[config.mk]
export PLATFORM = sky130hd
export DESIGN_NAME = result_streamer
export DESIGN_NICKNAME = d
export VERILOG_FILES = /design/src/rtl/result_streamer.sv
export SDC_FILE = /design/constraint.sdc
export NUM_CORES = 1
export LEC_CHECK = 0
export ABC_AREA = 1
export BUFFER_PORTS_ARGS = -buffer_cell sky130_fd_sc_hd__buf_2
export CAP_MARGIN = 20
export CORE_MARGIN = 4
export CORE_UTILIZATION = 35
export DETAILED_ROUTE_END_ITERATION = 7
export GPL_TIMING_DRIVEN = 0
export PLACE_DENSITY = 0.62
export SYNTH_ARGS = -nofsm -noshare
export SYNTH_HDL_FRONTEND = slang
export SYNTH_SLANG_ARGS = --single-unit
[constraint.sdc]
create_clock -name clk -period 2.9 [get_ports clk]
set_input_delay 0.58 -clock clk [delete_from_list [all_inputs] [get_ports clk]]
set_output_delay 0.58 -clock clk [all_outputs]
set_load 0.02 [all_outputs]
[src/rtl/result_streamer.sv]
// Reads result rows from the result BRAM and streams them out one lane per beat on an AXI4-Stream master.
// Optional macro RESULT_STREAMER_PREFETCH_EN adds a shadow row buffer so that rows follow each other with no bubbles.
module result_streamer #(
    parameter int PE_COUNT       = 8,
    parameter int DATA_WIDTH     = 32,
    parameter int INS_ADDR_WIDTH = 8,
    parameter int RD_LATENCY     = 1
) (
    input  logic                           clk,
    input  logic                           rstn,
    input  logic                           start,
    input  logic [INS_ADDR_WIDTH-1:0]      base_addr,
    input  logic [INS_ADDR_WIDTH:0]        row_count,
    output logic                           busy,
    output logic                           done,
    output logic [INS_ADDR_WIDTH-1:0]      bram_r_r_addr,
    input  logic [PE_COUNT*DATA_WIDTH-1:0] bram_r_r_data,
    output logic [DATA_WIDTH-1:0]          m_axis_tdata,
    output logic                           m_axis_tvalid,
    input  logic                           m_axis_tready,
    output logic                           m_axis_tlast
);

    localparam int LANE_W  = (PE_COUNT > 1) ? $clog2(PE_COUNT) : 1;
    localparam int ROW_W   = INS_ADDR_WIDTH + 1;
    localparam int ROWBITS = PE_COUNT * DATA_WIDTH;
    localparam logic [LANE_W-1:0] LANE_LAST  = LANE_W'(PE_COUNT - 1);
    localparam logic [LANE_W-1:0] LANE_ZERO  = LANE_W'(0);
    localparam logic [ROW_W-1:0]  ROWS_ZERO  = ROW_W'(0);
    localparam logic [ROW_W-1:0]  ROWS_ONE   = ROW_W'(1);
    localparam logic [ROW_W-1:0]  ROWS_TWO   = ROW_W'(2);
    localparam logic [1:0]        FCNT_LAST  = 2'(RD_LATENCY);

    typedef enum logic [1:0] {
        IDLE   = 2'd0,
        FETCH  = 2'd1,
        STREAM = 2'd2,
        DONE   = 2'd3
    } state_t;

    function automatic logic [DATA_WIDTH-1:0] lane_sel(input logic [ROWBITS-1:0] row,
                                                       input logic [LANE_W-1:0]  idx);
        logic [DATA_WIDTH-1:0] res;
        res = {DATA_WIDTH{1'b0}};
        for (int i = 0; i < PE_COUNT; i++) begin
            res = (idx == LANE_W'(i)) ? row[i*DATA_WIDTH +: DATA_WIDTH] : res;
        end
        return res;
    endfunction

    state_t                    state_r, state_nx_s;
    logic [INS_ADDR_WIDTH-1:0] addr_r, addr_nx_s;
    logic [ROW_W-1:0]          rows_r, rows_nx_s;
    logic [LANE_W-1:0]         lane_r, lane_nx_s, next_lane_s;
    logic [1:0]                fcnt_r, fcnt_nx_s;
    logic [ROWBITS-1:0]        row_r, row_nx_s;
    logic [DATA_WIDTH-1:0]     tdata_r, tdata_nx_s;
    logic                      tvalid_r, tvalid_nx_s;
    logic                      tlast_r, tlast_nx_s;
    logic                      busy_r, busy_nx_s;
    logic                      done_r, done_nx_s;
    logic                      last_row_s;
`ifdef RESULT_STREAMER_PREFETCH_EN
    logic [ROWBITS-1:0]        shadow_r, shadow_nx_s, next_row_s;
    logic [1:0]                pf_cnt_r, pf_cnt_nx_s;
    logic                      pf_pend_r, pf_pend_nx_s;
    logic                      pf_ready_r, pf_ready_nx_s;
`endif

    assign last_row_s  = (rows_r == ROWS_ONE);
    assign next_lane_s = lane_r + LANE_W'(1);

    // Next-state and next-output decode for the transfer FSM
    always_comb begin
        state_nx_s  = state_r;
        addr_nx_s   = addr_r;
        rows_nx_s   = rows_r;
        lane_nx_s   = lane_r;
        fcnt_nx_s   = fcnt_r;
        row_nx_s    = row_r;
        tdata_nx_s  = tdata_r;
        tvalid_nx_s = tvalid_r;
        tlast_nx_s  = tlast_r;
        busy_nx_s   = busy_r;
        done_nx_s   = 1'b0;
`ifdef RESULT_STREAMER_PREFETCH_EN
        shadow_nx_s   = shadow_r;
        pf_cnt_nx_s   = pf_cnt_r;
        pf_pend_nx_s  = pf_pend_r;
        pf_ready_nx_s = pf_ready_r;
        // The shadow may still be landing on the final-lane edge; take it straight from the BRAM then.
        next_row_s    = pf_ready_r ? shadow_r : bram_r_r_data;
`endif
        case (state_r)
            IDLE: begin
                tvalid_nx_s = 1'b0;
                tlast_nx_s  = 1'b0;
                busy_nx_s   = 1'b0;
                if (start) begin
                    addr_nx_s = base_addr;
                    rows_nx_s = row_count;
                    busy_nx_s = 1'b1;
                    lane_nx_s = LANE_ZERO;
                    fcnt_nx_s = 2'd0;
                    if (row_count == ROWS_ZERO) begin
                        state_nx_s = DONE;
                        done_nx_s  = 1'b1;
                    end else begin
                        state_nx_s = FETCH;
                    end
                end else begin
                    state_nx_s = IDLE;
                end
            end
            FETCH: begin
                if (fcnt_r == FCNT_LAST) begin
                    row_nx_s    = bram_r_r_data;
                    tdata_nx_s  = lane_sel(bram_r_r_data, LANE_ZERO);
                    tvalid_nx_s = 1'b1;
                    tlast_nx_s  = last_row_s && (LANE_LAST == LANE_ZERO);
                    lane_nx_s   = LANE_ZERO;
                    state_nx_s  = STREAM;
`ifdef RESULT_STREAMER_PREFETCH_EN
                    if (!last_row_s) begin
                        addr_nx_s     = addr_r + INS_ADDR_WIDTH'(1);
                        pf_pend_nx_s  = 1'b1;
                        pf_ready_nx_s = 1'b0;
                        pf_cnt_nx_s   = 2'd0;
                    end else begin
                        pf_pend_nx_s  = 1'b0;
                        pf_ready_nx_s = 1'b0;
                    end
`endif
                end else begin
                    fcnt_nx_s = fcnt_r + 2'd1;
                end
            end
            STREAM: begin
`ifdef RESULT_STREAMER_PREFETCH_EN
                if (pf_pend_r && !pf_ready_r) begin
                    if (pf_cnt_r == FCNT_LAST) begin
                        shadow_nx_s   = bram_r_r_data;
                        pf_ready_nx_s = 1'b1;
                    end else begin
                        pf_cnt_nx_s = pf_cnt_r + 2'd1;
                    end
                end else begin
                    pf_cnt_nx_s = pf_cnt_r;
                end
`endif
                if (tvalid_r && m_axis_tready) begin
                    if (lane_r == LANE_LAST) begin
                        rows_nx_s = rows_r - ROWS_ONE;
                        lane_nx_s = LANE_ZERO;
                        if (last_row_s) begin
                            state_nx_s  = DONE;
                            tvalid_nx_s = 1'b0;
                            tlast_nx_s  = 1'b0;
                            busy_nx_s   = 1'b0;
                            done_nx_s   = 1'b1;
                        end else begin
`ifdef RESULT_STREAMER_PREFETCH_EN
                            row_nx_s   = next_row_s;
                            tdata_nx_s = lane_sel(next_row_s, LANE_ZERO);
                            tlast_nx_s = (rows_r == ROWS_TWO) && (LANE_LAST == LANE_ZERO);
                            if (rows_r != ROWS_TWO) begin
                                addr_nx_s     = addr_r + INS_ADDR_WIDTH'(1);
                                pf_pend_nx_s  = 1'b1;
                                pf_ready_nx_s = 1'b0;
                                pf_cnt_nx_s   = 2'd0;
                            end else begin
                                pf_pend_nx_s  = 1'b0;
                                pf_ready_nx_s = 1'b0;
                            end
`else
                            addr_nx_s   = addr_r + INS_ADDR_WIDTH'(1);
                            fcnt_nx_s   = 2'd0;
                            tvalid_nx_s = 1'b0;
                            tlast_nx_s  = 1'b0;
                            state_nx_s  = FETCH;
`endif
                        end
                    end else begin
                        lane_nx_s  = next_lane_s;
                        tdata_nx_s = lane_sel(row_r, next_lane_s);
                        tlast_nx_s = last_row_s && (next_lane_s == LANE_LAST);
                    end
                end else begin
                    lane_nx_s = lane_r;
                end
            end
            DONE: begin
                busy_nx_s   = 1'b0;
                tvalid_nx_s = 1'b0;
                tlast_nx_s  = 1'b0;
                state_nx_s  = IDLE;
            end
            default: begin
                busy_nx_s   = 1'b0;
                tvalid_nx_s = 1'b0;
                tlast_nx_s  = 1'b0;
                state_nx_s  = IDLE;
            end
        endcase
    end

    // State and output registers; reset clears the stream immediately
    always_ff @(posedge clk or negedge rstn) begin
        if (!rstn) begin
            state_r  <= IDLE;
            addr_r   <= {INS_ADDR_WIDTH{1'b0}};
            rows_r   <= {ROW_W{1'b0}};
            lane_r   <= LANE_ZERO;
            fcnt_r   <= 2'd0;
            row_r    <= {ROWBITS{1'b0}};
            tdata_r  <= {DATA_WIDTH{1'b0}};
            tvalid_r <= 1'b0;
            tlast_r  <= 1'b0;
            busy_r   <= 1'b0;
            done_r   <= 1'b0;
`ifdef RESULT_STREAMER_PREFETCH_EN
            shadow_r   <= {ROWBITS{1'b0}};
            pf_cnt_r   <= 2'd0;
            pf_pend_r  <= 1'b0;
            pf_ready_r <= 1'b0;
`endif
        end else begin
            state_r  <= state_nx_s;
            addr_r   <= addr_nx_s;
            rows_r   <= rows_nx_s;
            lane_r   <= lane_nx_s;
            fcnt_r   <= fcnt_nx_s;
            row_r    <= row_nx_s;
            tdata_r  <= tdata_nx_s;
            tvalid_r <= tvalid_nx_s;
            tlast_r  <= tlast_nx_s;
            busy_r   <= busy_nx_s;
            done_r   <= done_nx_s;
`ifdef RESULT_STREAMER_PREFETCH_EN
            shadow_r   <= shadow_nx_s;
            pf_cnt_r   <= pf_cnt_nx_s;
            pf_pend_r  <= pf_pend_nx_s;
            pf_ready_r <= pf_ready_nx_s;
`endif
        end
    end

    assign busy          = busy_r;
    assign done          = done_r;
    assign bram_r_r_addr = addr_r;
    assign m_axis_tdata  = tdata_r;
    assign m_axis_tvalid = tvalid_r;
    assign m_axis_tlast  = tlast_r;

endmodule

==> qor.yml <==
run_status: "finished with violations"
failed_checks: "hold timing"
synthesis.area_um2: 15950
overall_via_count_from_detail_route: 15060
fp.coreArea_um2: 44610
timing.critical_path.fanout_max: 10
unrepaired_setup_endpoints_after_global_routing: "false"
synth_top_family_by_area: "simple AND/OR/NAND/NOR gates"
drc: 0
clock_tree.root_cell: "clkbuf_16"
layout.cells.most_common: "nand2_1"
detailedRoute.firstPassIterationCount: 7
synth.area.top_cells: "dfrtp_1 50%, nand2_1 19%, inv_1 7.3%"
grt_start_max_net_pins: 123
combinationalPowerShare: 0.439
power_density_nw_per_um2: 1071
synth_compound_area_frac: 0.1401
number_of_primary_i_o_pins: 321
fin_skew_ns: 0.01511
clock_latency_ns: 0.56
route.detailed.wl_per_inst_um: 18.36
syn_inst: 2173
finalWeightedCongestion: 0.8975
grt.met1_usage: 0.3206
synth-seq-area-share: 0.4958
first_pass_grt_wire_length_um: 87880
n_fill_cell: 4677
fin_crit_sh: 0.9120
slew_violations: 0
placed_cell_area_um2: 18360
yosys-mux-area-fraction: 0
drt_first_iter_violations: 1127
clk_pin_slew_worst_setup_hold_paths_ns: 0.06
netlist-cell-type-count: 32
met2_usage: 0.3604
htreeDepth: 2
numCtsBuffers: 36
timing_limited_maximum_frequency_mhz: 378.1
cts_tree: "done"
layout.cells.non_filler: 3156
ffs_latches_synth: 316
busiest_layer: "met2"
clkSinkCount: 316
worst_margin_pin_slew_ns: 0.7114
power_dissipated_by_switching_net_loads_mw: 9.173
globalRouteMet3Util: 0.04651
seq_power_share: 0.349
die_area_um2: 49050
detailedPlacementHpwl_um: 45470
area_growth_syn_to_fin_pct: 22.41
placement.io_buffers: 320
final_cell_area_um2: 19530
synthesis.area_per_instance_um2: 7.340
clockBufferDepth: 3
floorplan.die.height_um: 221.5
routed_antenna_nets: 0
final_layout_size_suffix_gt1_frac: 0.1855
yosys.area_share.xor_xnor: 0.002196
adder_cell_share_of_the_synthesized_area: 0.008629
max_slew_headroom: 0.5257
post-route-util: 0.4377
mappedNetlistNets: 2461
path_class: "reg -> reg"
synth-warning-count: 0
count_of_max_cap_constraint_violations: 0
number_of_antenna_violations_at_the_first_check_in_global_routing: 6
cellInternalPower_mw: 11.73
initial_core_utilization: 0.3576
synthSimpleGateAreaFrac: 0.2344
critPathArrivalTime_ns: 3.09
crit_path_end_kind: "flip-flop"
grt_use_total: 0.2291
rows: 77
grt_pass1_vias: 14990
cellLeakagePower_nw: 10.34
yosys.area.top_type: "dfrtp_1"
final_period_minus_worst_setup_slack_ns: 2.645
p_clk_frac: 0.212
hold_ws_ns: -0.002258
timing.final.hold_violations: 1
synth_top_area_frac: 0.4958
die_width_um: 221.5
post-place-cells: 3087
drt-vias-per-instance: 4.771
crit_required_ns: 3.34
crit_path_start_kind: "flip-flop"
finish_stage_setup_viols: 0
globalRoute.totalOverflow: 0
hp-class: "in -> async"
power_switching_share: 0.4388
ir_worst_vdd_mv: 0.3959
most_used_cells_in_the_layout_excluding_fill_and_tap_cells: "825 x nand2_1, 353 x buf_2, 316 x dfrtp_1"
fin_nets: 2821
drt-total-wl_um: 57940
what timing repair did:
| action | CTS | global route |
|---|---|---|
| hold endpoints to repair | 0 | 0 |
| setup endpoints to repair | 1 | 22 |
| resized for setup | 2 | 19 |
| hold buffers | 0 | 0 |
| buffers inserted | 0 | 0 |
| cloned | 0 | 0 |
metrics by stage:
step,worst slack (ns),TNS (ns),total power [mW]
6_report,0.2553,0,20.90
5_1_grt,0.03672,0,22.59
4_1_cts,0.03121,0,20.82
3_5_place_dp,-0.005632,-0.005632,16.31
3_3_place_gp,-4.824,-1513.67,16.13
2_1_floorplan,0.8896,0,12.95
area by class of cell:
cell class / count / area (um2) / area share
tap: 592 / 740.7 / 0.03794
clock buffer: 54 / 1039 / 0.05319
sequential: 316 / 7908 / 0.4050
timing repair buffer: 322 / 1667 / 0.08536
antenna: 4 / 10.01 / 0.0005127
inverter: 322 / 1211 / 0.06203
buffer: 125 / 696.9 / 0.03569
clock inverter: 11 / 85.08 / 0.004358
multi-input combinational: 1410 / 6168 / 0.3159
power by group through the flow:
stage | sequential, mW | combinational [mW] | clock (mW)
finish | 7.31 | 9.17 | 4.43
global route | 7.49 | 10.4 | 4.68
detailed placement | 7.33 | 8.98 | 0
CTS | 7.28 | 9.04 | 4.49
floorplan | 7.40 | 5.55 | 0
global placement | 7.30 | 8.83 | 0
cell families (layout without fill, tap and decap cells):
family,Yosys count,in the layout
and+or+nand+nor,963,963
buffers and inverters,447,834
AOI/OAI and AO/OA,432,432
DFF,316,316
adders and majority gates,11,11
xor gates and xnor gates,4,4
other,0,4
sequential cells by signal, summed over array words and instances, names as in the netlist, 2 cells and up:
| name | cells |
|---|---|
| lane_r | 3 |
| fcnt_r | 2 |
| m_axis_tdata | 32 |
| row_r | 256 |
| rows_r | 9 |
| state_r | 2 |
| bram_r_r_addr | 8 |
cell usage after synthesis:
master and number:
a31oi_1 4, a211oi_1 1, o21ai_0 233, clkbuf_1 58
inv_1 312, o21ai_2 1, buf_2 34, buf_6 14
nor2_2 2, nand2_2 1, a31oi_2 2, o22ai_1 5
nor2_4 1, o21ai_1 42, xor2_1 4, a21oi_2 1
o41ai_1 2, inv_2 10, buf_4 19, a21oi_1 135
nand4_1 1, a22oi_2 1, o211ai_1 2, nor2_1 49
nand2_1 828, nor4_1 4, a22oi_1 2, ha_1 11
dfrtp_1 316, nand3_1 74, a21oi_4 1, nor3_1 3
worst paths after layout:
kind	startpoint	endpoint	slack [ns]	depth (start not counted)
worst max-delay path	lane_r[0]$_DFFE_PN0P_	m_axis_tdata[19]$_DFFE_PN0P_	0.26	14
worst min-delay path	rstn	bram_r_r_addr[7]$_DFFE_PN0P_	-0.002	1
worst max register to register	lane_r[0]$_DFFE_PN0P_	m_axis_tdata[19]$_DFFE_PN0P_	0.26	14
worst min register to register	row_r[86]$_DFFE_PN0P_	row_r[86]$_DFFE_PN0P_	0.46	2
max in group asynchronous	rstn	row_r[86]$_DFFE_PN0P_	1.34	3
min in group clk	bram_r_r_data[178]	row_r[178]$_DFFE_PN0P_	0.22	3
critical path, cell delays in order, from the launching register on:
cell      delay [ns]
dfrtp_1         0.41
ha_1            0.24
ha_2            0.44
inv_2           0.05
nand2_2         0.20
clkbuf_1        0.38
o21ai_0         0.13
inv_1           0.07
nand2_1         0.05
nand2_1         0.16
nand2_1         0.12
nand2_1         0.10
nand2_1         0.05
nand2_1         0.06
a21oi_1         0.06
routing by layer:
layer	wire [um]	vias up
met4	1951	4
met5	34	-
met2	25800	498
met1	26380	7026
li1	-	7425
met3	3775	103
Power figures use the tool's default switching activity.
